[src/rtl/ber_delay_line.sv]
// Reference delay line: Depth shift stages on each valid plus a tap mux,
// where tap 0 is the live input bit.
module ber_delay_line #(
  parameter int unsigned Depth = 510,
  parameter int unsigned SelW  = $clog2(Depth + 1)
) (
  input  logic            clk_i,
  input  logic            valid_i,
  input  logic            bit_i,
  input  logic [SelW-1:0] sel_i,
  output logic            tap_o
);

  logic [Depth-1:0] sr_q;
  logic [Depth:0]   taps;

  // No reset: every tap is refilled before a search window can read it
  always_ff @(posedge clk_i) begin
    if (valid_i) begin
      sr_q[0] <= bit_i;
      for (int i = 1; i < int'(Depth); i++) begin
        sr_q[i] <= sr_q[i-1];
      end
    end
  end

  always_comb begin
    taps  = {sr_q, bit_i};
    tap_o = taps[sel_i];
  end

endmodule

[config.mk]
export PLATFORM = sky130hd
export DESIGN_NAME = ber_delay_line
export DESIGN_NICKNAME = d
export VERILOG_FILES = /design/src/rtl/ber_delay_line.sv
export SDC_FILE = /design/constraint.sdc
export NUM_CORES = 1
export LEC_CHECK = 0
export ABC_CLOCK_PERIOD_IN_PS = 4380
export CELL_PAD_IN_SITES_DETAIL_PLACEMENT = 1
export CELL_PAD_IN_SITES_GLOBAL_PLACEMENT = 2
export CORE_ASPECT_RATIO = 0.6
export CORE_MARGIN = 3
export CORE_UTILIZATION = 35
export DETAILED_ROUTE_END_ITERATION = 10
export MAX_ROUTING_LAYER = met4
export PLACE_DENSITY = 0.65
export SYNTH_ARGS = -nofsm -noshare
export SYNTH_HDL_FRONTEND = slang
export SYNTH_SLANG_ARGS = --single-unit
[constraint.sdc]
create_clock -name clk_i -period 4.38 [get_ports clk_i]
set_input_delay 1.095 -clock clk_i [delete_from_list [all_inputs] [get_ports clk_i]]
set_output_delay 1.095 -clock clk_i [all_outputs]
set_load 0.05 [all_outputs]
==> results of run 1 <==
-- logic make-up after synthesis --
family                 after synthesis
AOI/OAI and AO/OA                   86
buffers and inverters               50
DFF                                510
muxes                              155
and+or+nand+nor                     55
-- final cells by class --
class	instances	area, um2
Clock inverter	20	153
Fill cell	5118	31500
Sequential cell	510	15300
Multi-Input combinational cell	296	4010
Tap cell	748	936
Clock buffer	60	1220
Timing Repair Buffer	140	1500
Inverter	5	18.8
-- Yosys cell counts (5+ instances only) --
master	instances
nand2_1	11
clkbuf_1	17
nand3_1	11
nor2_1	9
a21oi_1	15
a211oi_1	5
mux2i_1	32
buf_4	5
edfxtp_1	510
buf_2	12
a22oi_1	32
mux4_2	119
nor2b_1	10
inv_1	5
buf_1	8
-- through the flow --
step           utilization (%)  instance area [um2]
2_1_floorplan                -                19600
3_3_place_gp              39.5                21600
3_5_place_dp              39.5                21600
4_1_cts                   42.1                23000
5_1_grt                   42.3                23100
6_report                  42.3                23100
-- per-layer routing --
metal	wire length [um]	up-vias	share of wire (%)
li1	-	3981	-
met4	531	0	1.2
met5	0	-	0
met2	17700	232	41
met1	22700	5097	52
met3	2360	46	5.5
-- where the power goes --
group / internal, mW / switching, mW
registers: 5.69 / 0.146
clock network: 2.09 / 1.75
logic: 0.374 / 0.385
total: 8.15 / 2.28
-- path summary, 6_finish.rpt --
path                       startpoint             endpoint
setup / recovery             sel_i[0]                tap_o
hold / removal    sr_q[305]$_DFFE_PP_  sr_q[306]$_DFFE_PP_
setup reg to reg  sr_q[191]$_DFFE_PP_  sr_q[192]$_DFFE_PP_
hold reg to reg   sr_q[305]$_DFFE_PP_  sr_q[306]$_DFFE_PP_
-- timing repair --
item	4_1_cts	5_1_grt
endpoints found under the setup margin	1	1
gates cloned	0	3
resized for setup	9	13
setup buffers	4	1
endpoints found under the hold margin	0	0
==> run_results.csv, run 1 <==
group,metric,value,unit
yosys,synth_seq_cells,510,
cts,cts_tree,"done",
pwr,p_total,10.4,mW
cts,ctsRootBufferMaster,"clkbuf_16",
timing,fmax,211,MHz
pwr,p_per_area,451,mW/mm2
yosys,synth_fp_nets,868,
layout,largest_reg_flops,510,
critical_path,critPathTopFamily,"multiplexers",
critical_path,cp_num_buf_inv,3,
cts,holdBufCountCts,0,
yosys,synthTopCellsByArea,"edfxtp_1, mux4_2, mux2i_1",
yosys,seq_area_frac_synth,78.5,%
timing,maxSlewHeadroom,56.5,%
timing,finalHoldViolCount,0,
grt,use_met1,24.3,%
pwr,peakVddDrop,243,uV
timing,tightest_slew,0.652,ns
status,status,"finished with violations",
layout,area_growth,18.6,%
grt,use_met2,19.2,%
yosys,synthFlopType,"edfxtp_1",
timing,worst_clock_skew,0.0159,ns
critical_path,worstSetupPathType,"input pin to primary output",
timing,rsz0062_at_grt,"yes",
routing,via_per_inst,5.26,
yosys,yosysUniqueCellTypes,43,
routing,ant_nets,0,
routing,dr.pass1.iters,5,
worst_hold_path,min_path_cells,0,
floorplan,die_w,311,um
grt,busiest_layer,"met1",
yosys,synth_compound_gate_area_share,3.19,%
job,maxCapViolCount,0,
yosys,synthCells,856,
place,dp_cells,1691,
yosys,synth_top_area_share,78.5,%
floorplan,dieHeight,189,um
layout,fin_cells,1779,
yosys,synth-edff-count,510,
grt,met3_usage,2.91,%
floorplan,core_area,0.0547,mm2
critical_path,path_cells,"buf_16, buf_12, mux4_2, mux4_2, or4b_4, nand3_2, nor3_1, and4_1, a311o_2, buf_12",
layout,drive_gt1_share,31.4,%
yosys,synth-async-reset-ratio,0,%
critical_path,worst-path-max-fanout,8,
yosys,synth_fa_ha_area_share,0,%
layout,largest-register,"sr_q",
timing,fin_ws,-0.359,ns
timing,slew_violations,0,
routing,wirelength,43300,um
cts,clk_pin_slew,0.06,ns
floorplan,core.rowCount,66,
routing,first_iter_violations,1079,
layout,top_regs,"sr_q x510",
grt,grt_pass1_vias,9626,
critical_path,r2r_cells,0,
grt,grt_use_total,14.9,%
layout,nNetsFinal,1010,
floorplan,dieArea,0.0587,mm2
place,gp_congestion,0.797,
timing,fin_crit_sh,108,%
place,port_buffers,12,
cts,numCtsBuffers,45,
worst_hold_path,min_path_type,"flop to flop",
grt,grt_max_degree,100,
critical_path,cp.arrival,3.64,ns
layout,final_common_cell,"edfxtp_1",
pwr,power.leakage,7.74,nW
routing,wl_per_cell,24.3,um
cts,clockBufferDepth,3,
place,preCtsSetupSlack,-0.628,ns
critical_path,cp.depth,10,
layout,layout_common_cells,"edfxtp_1, mux4_2, buf_4",
critical_path,slowest_stage,"mux4_2",
routing,drc,0,
grt,antenna_found_initial,0,
floorplan,ios,13,
critical_path,slowest_delay,0.49,ns
critical_path,startpoint_type,"input pin",
critical_path,worst-r2r-setup-slack,3.57,ns
yosys,yosysWarnings,0,
grt,overflow,0,
critical_path,required,3.28,ns
cts,htreeDepth,2,
cts,clkSinkCount,510,
yosys,syn_area,0.0195,mm2
timing,fin_crit,4.74,ns
timing,whs,0.443,ns
cts,clock_latency,0.57,ns
timing,setup_viol,1,
routing,num_vias,9356,
yosys,synth_xor_area_share,0,%
floorplan,initial_utilization,35.7,%
yosys,avgSynthCellArea,22.8,um2
yosys,yosys.area.top_type,"edfxtp_1",
status,failed_checks,"setup timing",
layout,antenna_cells,0,
yosys,yosys.area_share.simple,1.47,%
yosys,synth_top_family_by_area,"multiplexers",
place,dp_hpwl,27000,um
critical_path,end_kind,"primary output",
timing,final.setup.tns,-0.359,ns
yosys,muxShareOfSynthArea,15.6,%
grt,grt_pass1_wl,64600,um
No activity file was read; power rests on OpenSTA's default activity.
==> run 2: changes to the inputs <==
CTS_CLUSTER_DIAMETER = 150   (was not set)
==> results of run 2 <==
No change in the layout: final DEF, timing and power equal those of run 1.
==> run 3: changes to the inputs <==
ABC_AREA = 1   (was not set)
PLACE_DENSITY = 0.72   (was 0.65)
==> run 3 against run 2 <==
Against the previous run:
- the run now ends clean
- largest power group unchanged
- hold slack gained 0.00077 ns
- combinational power is essentially flat
- first-iteration DRC count grew 29%
- global-route usage grew 2.7 points
- final area grew 0.68%
- maximum frequency grew 11%
- critical path type unchanged
- synthesized area grew 4.2%
- worst setup slack gained 0.48 ns
==> run_results.csv, run 3 <==
group,metric,value,unit
critical_path,slowest_stage,"clkbuf_8",
routing,via_per_inst,5.26,
critical_path,end_kind,"primary output",
pwr,p_total,10.5,mW
yosys,yosysUniqueCellTypes,8,
timing,worst_clock_skew,0.0135,ns
layout,top_regs,"sr_q x510",
routing,dr.pass1.iters,5,
critical_path,cp_num_buf_inv,5,
status,status,"complete, no violations",
yosys,synth-edff-count,510,
timing,setup_viol,0,
cts,cts_tree,"done",
place,gp_congestion,0.737,
place,port_buffers,12,
critical_path,r2r-end,"sr_q[192]$_DFFE_PP_",
place,dp_cells,2384,
yosys,synthCells,1654,
layout,fill_cells,5979,
critical_path,r2r_start,"sr_q[191]$_DFFE_PP_",
cts,clock_latency,0.58,ns
critical_path,required,3.28,ns
worst_hold_path,worstHoldStart,"sr_q[404]$_DFFE_PP_",
yosys,yosysWarnings,0,
timing,finalHoldViolCount,0,
critical_path,worstSetupPathType,"input pin to primary output",
layout,largest-register,"sr_q",
layout,largest_reg_flops,510,
routing,drc,0,
layout,multi_input_area,0.00452,mm2
yosys,synth_common_cells,"nand2_1, edfxtp_1, nand3_1",
routing,wirelength,51500,um
floorplan,dieHeight,193,um
timing,maxSlewHeadroom,56.0,%
layout,area_growth,14.6,%
routing,ant_nets,0,
routing,first_iter_violations,1392,
critical_path,worst-r2r-setup-slack,3.55,ns
grt,grt_pass1_wl,81000,um
critical_path,worst-path-max-fanout,21,
grt,grt_max_degree,82,
worst_hold_path,min_path_type,"flop to flop",
cts,numCtsBuffers,49,
worst_hold_path,min_path_cells,0,
cts,htreeDepth,2,
timing,whs,0.444,ns
timing,slew_violations,0,
pwr,p_per_area,452,mW/mm2
layout,final_common_cell,"nand2_1",
yosys,yosys.area.top_type,"edfxtp_1",
place,dp_hpwl,28500,um
timing,final.setup.tns,0,ns
floorplan,dieArea,0.0611,mm2
yosys,synth_top_area_share,75.3,%
cts,clockBufferDepth,3,
yosys,yosysMostFrequentCell,"nand2_1",
cts,clk_pin_slew,0.06,ns
floorplan,initial_utilization,35.9,%
critical_path,path_cells,"clkbuf_8, buf_12, buf_12, buf_12, nand2_1, nand3_1, nand3_1, nand3_1, nand3_1, nand3_2, nand2_1, nand2_1, nand3_1, nand2_1, nand2_1, nand2_1, buf_12",
layout,seq_area,0.0153,mm2
critical_path,slowest_delay,0.21,ns
layout,fin_cells,2471,
cts,ctsRootBufferMaster,"clkbuf_16",
yosys,synth_seq_cells,510,
routing,num_vias,13006,
critical_path,r2r_cells,0,
place,placed_area,0.0218,mm2
yosys,synth-async-reset-ratio,0,%
layout,nNetsFinal,1690,
timing,fin_crit,4.26,ns
timing,rsz0062_at_grt,"no",
yosys,synthTopCellsByArea,"edfxtp_1, nand3_1, nand2_1",
timing,tightest_slew,0.660,ns
floorplan,core.rowCount,67,
timing,fin_crit_sh,97.2,%
critical_path,startpoint_type,"input pin",
grt,grt_use_total,17.6,%
layout,antenna_cells,0,
yosys,syn_area,0.0203,mm2
floorplan,die_w,317,um
grt,overflow,0,
critical_path,path_common_cell,"nand2_1",
job,maxCapViolCount,0,
yosys,avgSynthCellArea,12.3,um2
pwr,peakVddDrop,229,uV
layout,drive_gt1_share,8.41,%
layout,layout_common_cells,"nand2_1, edfxtp_1, nand3_1",
cts,clkSinkCount,510,
floorplan,core_area,0.0566,mm2
timing,fmax,235,MHz
yosys,seq_area_frac_synth,75.3,%
critical_path,critPathTopFamily,"simple AND/OR/NAND/NOR gates",
yosys,synth_fp_nets,1666,
grt,antenna_found_initial,1,
floorplan,ios,13,
pwr,power.leakage,8.48,nW
layout,fin_area,0.0233,mm2
worst_hold_path,min_to,"sr_q[405]$_DFFE_PP_",
routing,wl_per_cell,20.8,um
grt,grt_pass1_vias,13200,
critical_path,cp.arrival,3.16,ns
yosys,synthFlopType,"edfxtp_1",
run 3: cell type report:
cell class / instances / share of cell area, %
flip-flops and latches: 510 / 65.7
clock buffers: 65 / 5.70
repair buffers: 81 / 4.55
inverters: 9 / 0.188
well taps: 759 / 4.07
clock inverters: 20 / 0.397
multi-input cells: 1027 / 19.4
run 3: repair_timing:
item | 4_1_cts | 5_1_grt
hold buffers | 0 | 0
setup buffers | 0 | 2
resized for setup | 0 | 8
setup endpoints to repair | 0 | 1
run 3: cells by family after synthesis:
group / Yosys count / synth area share [%]
DFF: 510 / 75.3
and+or+nand+nor: 1027 / 22.1
buffers and inverters: 117 / 2.62
run 3: through the flow:
stage          worst slack, ns  util, %
6_report                 0.123     41.2
5_1_grt                0.00231     41.2
2_1_floorplan            0.826        -
3_5_place_dp             0.119     38.5
3_3_place_gp             0.124     38.5
4_1_cts                 0.0690     41.1
run 3: how the worst max path moves through the flow:
stage	startpoint	end	slack [ns]	cells after the start
finish	sel_i[0]	tap_o	0.12	17
global route	sel_i[0]	tap_o	0.002	17
CTS	sel_i[0]	tap_o	0.07	17
detailed placement	sel_i[0]	tap_o	0.12	17
global placement	sel_i[0]	tap_o	0.12	17
floorplan	sel_i[0]	tap_o	0.83	15
run 3: where the power goes:
part           internal, mW  switching (mW)  total (mW)
Combinational         0.250           0.512       0.762
Clock                  2.12            1.82        3.94
Sequential             5.69           0.145        5.83
Total                  8.06            2.48        10.5
run 3: per-layer routing:
layer	routed length, um	vias up	share of wire, %	global-route usage (%)
met5	0	-	0	-
met4	748	0	1.5	3.60
met3	2720	62	5.3	2.75
met2	20800	293	40	23.3
met1	27200	6671	53	27.9
li1	-	5980	-	-
